## config.mk

```make
export PLATFORM = sky130hd
export DESIGN_NAME = ym_cmd_sequencer
export DESIGN_NICKNAME = d
export VERILOG_FILES = /design/src/rtl/ym_cmd_sequencer.sv
export SDC_FILE = /design/constraint.sdc
export NUM_CORES = 1
export LEC_CHECK = 0
export CORE_ASPECT_RATIO = 2
export CORE_MARGIN = 1.5
export CORE_UTILIZATION = 55
export CTS_CLUSTER_SIZE = 14
export DETAILED_ROUTE_END_ITERATION = 16
export HOLD_SLACK_MARGIN = 0.05
export PLACE_DENSITY = 0.84
export SLEW_MARGIN = 10
export SYNTH_ARGS = -nofsm -noshare
export SYNTH_HDL_FRONTEND = slang
export SYNTH_SLANG_ARGS = --single-unit
```

## constraint.sdc

```tcl
create_clock -name clk -period 8.8 [get_ports clk]
set_clock_uncertainty 0.1 [all_clocks]
set_input_delay 0.88 -clock clk [delete_from_list [all_inputs] [get_ports clk]]
set_output_delay 0.88 -clock clk [all_outputs]
set_load 0.005 [all_outputs]
```

## src/rtl/ym_cmd_sequencer.sv

```systemverilog
// Command FIFO plus write-strobe sequencer for a YM synth array.
// Each queued command becomes a timed cs/addr/din write, or a pure delay when cs is 0.
module ym_cmd_sequencer #(
    parameter int FIFO_DEPTH = 16,
    parameter int WR_PULSE   = 6,
    parameter int ADDR_GAP   = 12,
    parameter int DATA_GAP   = 192
) (
    input  logic                          clk,
    input  logic                          rst,
    input  logic                          cmd_valid,
    output logic                          cmd_ready,
    input  logic [14:0]                   cmd_data,
    output logic [4:0]                    cs,
    output logic [1:0]                    addr,
    output logic [7:0]                    din,
    output logic                          wr_n,
    output logic                          busy,
    output logic [$clog2(FIFO_DEPTH):0]   fifo_level
);

    // state  | meaning
    // IDLE   | waiting for a queued command, pops it when present
    // SETUP  | cs/addr/din settled, strobe not yet asserted
    // STROBE | wr_n low for WR_PULSE cycles
    // HOLD   | wr_n released, cs/addr/din still held
    // GAP    | cs dropped, chip recovery time after the write
    // WAIT   | cs=0 command, (din+1)*64 idle cycles
    typedef enum logic [2:0] {
        ST_IDLE, ST_SETUP, ST_STROBE, ST_HOLD, ST_GAP, ST_WAIT
    } state_t;

    localparam int AW = $clog2(FIFO_DEPTH);
    localparam int LW = AW + 1;
    localparam int CW = 15;
    localparam logic [CW-1:0] STROBE_LOAD = CW'(WR_PULSE - 1);
    localparam logic [CW-1:0] ADDR_LOAD   = CW'(ADDR_GAP - 1);
    localparam logic [CW-1:0] DATA_LOAD   = CW'(DATA_GAP - 1);

    state_t          state;
    logic [14:0]     mem [FIFO_DEPTH];
    logic [AW-1:0]   wr_ptr;
    logic [AW-1:0]   rd_ptr;
    logic [CW-1:0]   cnt;

    logic            push;
    logic            pop;
    logic            exit_now;
    logic [LW-1:0]   level_next;
    logic [14:0]     head;
    logic [CW-1:0]   wait_load;

    assign cmd_ready  = !rst && (fifo_level != LW'(FIFO_DEPTH));
    assign push       = cmd_valid && cmd_ready;
    assign pop        = (state == ST_IDLE) && (fifo_level != '0);
    assign exit_now   = ((state == ST_GAP) || (state == ST_WAIT)) && (cnt == '0);
    assign level_next = fifo_level + {{(LW-1){1'b0}}, push} - {{(LW-1){1'b0}}, pop};
    assign head       = mem[rd_ptr];
    // (din+1)*64-1 is just din with six ones appended
    assign wait_load  = {1'b0, head[7:0], 6'h3F};

    always_ff @(posedge clk) begin
        if (push) begin
            mem[wr_ptr] <= cmd_data;
        end
    end

    always_ff @(posedge clk) begin
        if (rst) begin
            state      <= ST_IDLE;
            cs         <= '0;
            addr       <= '0;
            din        <= '0;
            wr_n       <= 1'b1;
            busy       <= 1'b0;
            cnt        <= '0;
            wr_ptr     <= '0;
            rd_ptr     <= '0;
            fifo_level <= '0;
        end else begin
            fifo_level <= level_next;
            if (push) wr_ptr <= wr_ptr + 1'b1;
            if (pop)  rd_ptr <= rd_ptr + 1'b1;
            busy <= pop || ((state != ST_IDLE) && !exit_now) || (level_next != '0);

            case (state)
                ST_IDLE: begin
                    if (pop) begin
                        cs   <= head[14:10];
                        addr <= head[9:8];
                        din  <= head[7:0];
                        if (head[14:10] != 5'd0) begin
                            state <= ST_SETUP;
                        end else begin
                            state <= ST_WAIT;
                            cnt   <= wait_load;
                        end
                    end
                end
                ST_SETUP: begin
                    wr_n  <= 1'b0;
                    cnt   <= STROBE_LOAD;
                    state <= ST_STROBE;
                end
                ST_STROBE: begin
                    if (cnt == '0) begin
                        wr_n  <= 1'b1;
                        state <= ST_HOLD;
                    end else begin
                        cnt <= cnt - 1'b1;
                    end
                end
                ST_HOLD: begin
                    cs    <= '0;
                    cnt   <= addr[0] ? DATA_LOAD : ADDR_LOAD;
                    state <= ST_GAP;
                end
                ST_GAP, ST_WAIT: begin
                    if (cnt == '0) begin
                        state <= ST_IDLE;
                    end else begin
                        cnt <= cnt - 1'b1;
                    end
                end
                default: state <= ST_IDLE;
            endcase
        end
    end

endmodule

```

==> flow_results.org <==
** Clock tree
- Clock-pin transition on the worst setup and hold timing paths :: about 0.070 ns
- TritonCTS built the clock tree.
- Hold-fix buffer count after cts :: 0
- Number of resized instances in the post-cts repair step :: 0
- Root Driver :: sky130_fd_sc_hd__clkbuf_16
- The longest clock path from root to sink contains 3 buffers.
- Clock latency of the later-clocked register in the worst-skew pair :: between 0.5 and 0.6 ns
- Setup repair bufs after CTS :: 0
- Number of buffers created by CTS :: 25
- Clock Sink Count :: 292
- CTS HTree Levels :: 1

** Timing
- Measured against its own limit, the worst slew margin works out to 0.187.
- Max Freq :: between 200 and 250 MHz
- Worst Tran Pin Value :: 1.21 ns
- Hold is met by 0.370 ns.
- Number of endpoints with negative hold slack in the final report :: 0
- Unrepaired setup endpoints after global routing :: no
- After routing, the total negative slack on setup checks comes to 0 ns.
- Max-slew violation count :: 0
- In the finished design, the share of the clock period the worst path needs comes to 0.493.
- Setup violations remaining at the end of the flow were counted as 0.
- The routed design could run at a clock period as short as 4.34 ns.

** Synth
- Synthesis produced 740 cells.
- During synthesis, Yosys emitted a total of 0 warnings.
- Post-Syn Nets :: 772
- Synthesis inferred 292 register bits.
- Post-Synthesis Mean Instance Area :: 16.1 µm²
- Yosys mapped a number of flops with a built-in enable equal to 240.
- After synthesis the cells add up to 11900 µm².
- FFs w/ async S/R, synth :: 0
- Among all flip-flop cells after synthesis, the most frequent one is sky130_fd_sc_hd__edfxtp_1.
- The share of the Yosys chip area taken by registers is 0.694.
- Number of library cell types mapped by synthesis :: 57

** Place
- The placed instances occupy a cell area of 12600 µm².
- HPWL Detailed :: 15.8 mm
- Routability-driven placement finished with a final weighted congestion of 0.857.
- I/O Buffers :: 40

** Detailed routing
- Post-DRT Antenna Nets :: 0
- Detailed-route wire length :: 26.3 mm
- The final route contains ~7000 vias.
- Iteration count of the initial detailed-routing pass :: 5
- Starting DRC count in detailed routing :: 767
- Total DRC errors in the routed layout :: 0
- In the routed layout, each cell is associated on average with a via count of roughly 6.4.
- Wire per inst :: between 20 and 25 µm

** Power and ir drop
- Total design power :: 4.01 mW
- IR analysis of the VDD net gives a maximum drop of approximately 0.00018 V.
- In this run the power density over the cells is 301 nW/µm².
- Leakage Power :: 4.32 nW

** Flow run
- Count of max-cap constraint violations :: 0

** Cells and area
- Final nets :: 819
- After routing the design area is approximately 13000 µm².
- Of the cells placed in the final design, the portion with a size suffix greater than 1 is 0.166.
- The library cell used most frequently in the layout, excluding fill and tap cells, is sky130_fd_sc_hd__edfxtp_1.
- Diodes inserted :: 0
- Area added between synthesis and finish :: 12.2%
- Leading cell types in the layout, fill and taps excluded :: 240 x sky130_fd_sc_hd__edfxtp_1, 60 x sky130_fd_sc_hd__mux4_2, 51 x sky130_fd_sc_hd__nand2_1

** Global route
- Via count of the first global-routing pass :: 6879
- Pin count of the biggest net entering global routing :: 59
- After global routing the overflow that remains totals 0.
- Initial antenna violation count :: 0
- The first global-routing pass estimated 39.7 mm of wire.
- Global-route usage over all layers :: 0.241

** Min path
- Worst hold path type :: flop to flop

** Worst setup path
- Critical path start-end classification :: flop to flop
- The worst setup path is launched from a flop.
- For this design, the slowest cell found on the critical path is sky130_fd_sc_hd__nand2_1.
- Worst-path fanout max :: 23
- WP data arrival :: 4.65 ns
- Grouping stages by cell kind, the critical path spends the most delay in simple AND/OR/NAND/NOR gates.
- Delay of the slowest critical-path stage :: 0.62 ns
- Data on the critical path is required at its endpoint by 9.11 ns.
- The critical path goes through inv_1 -> ha_1 -> nor4b_1 -> nor2_1 -> nand2_1 -> inv_1 -> ha_1 -> inv_1 -> ha_1 -> fa_1 -> a21oi_1 -> o21bai_1 -> xnor2_1 -> nor4_1 -> nor2_1.
- Critical Path Sink Type :: flop
- Combined buffer and inverter count along the critical path :: 3

** Die
- The die covers around 23000 µm².
- Std cell rows :: 76
- Core Footprint :: 21400 µm²
- The die is 211 µm tall.
- Initial core utilization :: 0.556
- Total I/O pin count :: 41
- In this run the horizontal extent of the chip is 107 µm.

** Status
- The run finished with clean final reports.
[where the power goes]
| part | internal [mW] | leakage (nW) | total [mW] | switching, mW |
|---|---|---|---|---|
| Combinational | 0.597 | 1.39 | 1.29 | 0.689 |
| Clock | 0.543 | 0.343 | 1.01 | 0.472 |
| Sequential | 1.60 | 2.59 | 1.71 | 0.115 |
[worst register-to-register path, delay by kind of cell (launching register included)]
kind,cells,cell delay [ns]
and+or+nand+nor,5,1.54
buffers and inverters,3,0.63
AOI/OAI and AO/OA,2,0.25
DFF,1,0.33
xor gates and xnor gates,1,0.15
adders and majority gates,4,1.21
[Yosys cell counts (all sizes together) (4+ instances only)]
cell,n,area (µm²)
edfxtp,240,7210
mux4,60,1350
dfxtp,52,1040
nor2,52,195
nand2,51,191
a21oi,41,205
clkbuf,24,90.1
nor3,24,120
buf,17,108
inv,15,56.3
nand3,15,80.1
o21ai,15,75.1
ha,13,163
nor2b,11,68.8
mux2i,10,100
xor2,9,78.8
nand2b,7,43.8
o22ai,7,43.8
xnor2,7,61.3
nor4,6,43.8
a22oi,5,42.5
o21a,5,37.5
o31ai,5,37.5
a221oi,4,35.0
mux2,4,45.0
or3,4,25.0
or4,4,30.0
[cell families after synthesis]
family | count (synthesis) | share of synthesized area
DFF | 292 | 0.694
and+or+nand+nor | 183 | 0.0728
AOI/OAI and AO/OA | 105 | 0.0592
muxes | 74 | 0.126
buffers and inverters | 56 | 0.0214
xor gates and xnor gates | 16 | 0.0118
adders and majority gates | 14 | 0.0154
[area by class of cell]
class	count	area, µm²
fill	1464	8050
tap	273	342
multi-input combinational	392	3420
sequential	292	8250
timing repair buffer	61	553
clock buffer	43	703
clock inverter	2	15.0
inverter	15	56.3
[per-layer routing]
layer | vias to the layer above | wire length (µm) | GRT usage
met5 | - | 0 | 0
met4 | 0 | 1470 | 0.136
met3 | 96 | 1670 | 0.0342
met2 | 346 | 14100 | 0.428
met1 | 3462 | 9070 | 0.275
li1 | 2967 | - | -
[sequential cells by signal, indices dropped and copies added, names as in the netlist, named ones only]
signal / cells
mem: 240
cnt: 15
din: 8
cs: 5
fifo_level: 5
rd_ptr: 4
wr_ptr: 4
state: 3
addr: 2
busy: 1
wr_n: 1
[worst paths after layout]
path	start	end	slack [ns]	cells after the start
max reg2reg	fifo_level[3]$_SDFF_PP0_	busy$_SDFF_PP0_	4.46	15
min	din[0]$_SDFFE_PP0P_	din[0]$_SDFFE_PP0P_	0.37	2
min reg2reg	din[0]$_SDFFE_PP0P_	din[0]$_SDFFE_PP0P_	0.37	2
max	fifo_level[3]$_SDFF_PP0_	busy$_SDFF_PP0_	4.46	15
[per-stage QoR]
stage / cells / util / setup slack [ns]
finish: 1078 / 0.624 / 4.46
global route: 1078 / 0.624 / 4.07
CTS: 1078 / 0.624 / 4.48
detailed placement: 1033 / 0.590 / 4.56
global placement: 1033 / 0.590 / 4.68
floorplan: 740 / - / 5.40
No activity file was read; power rests on OpenSTA's default activity.
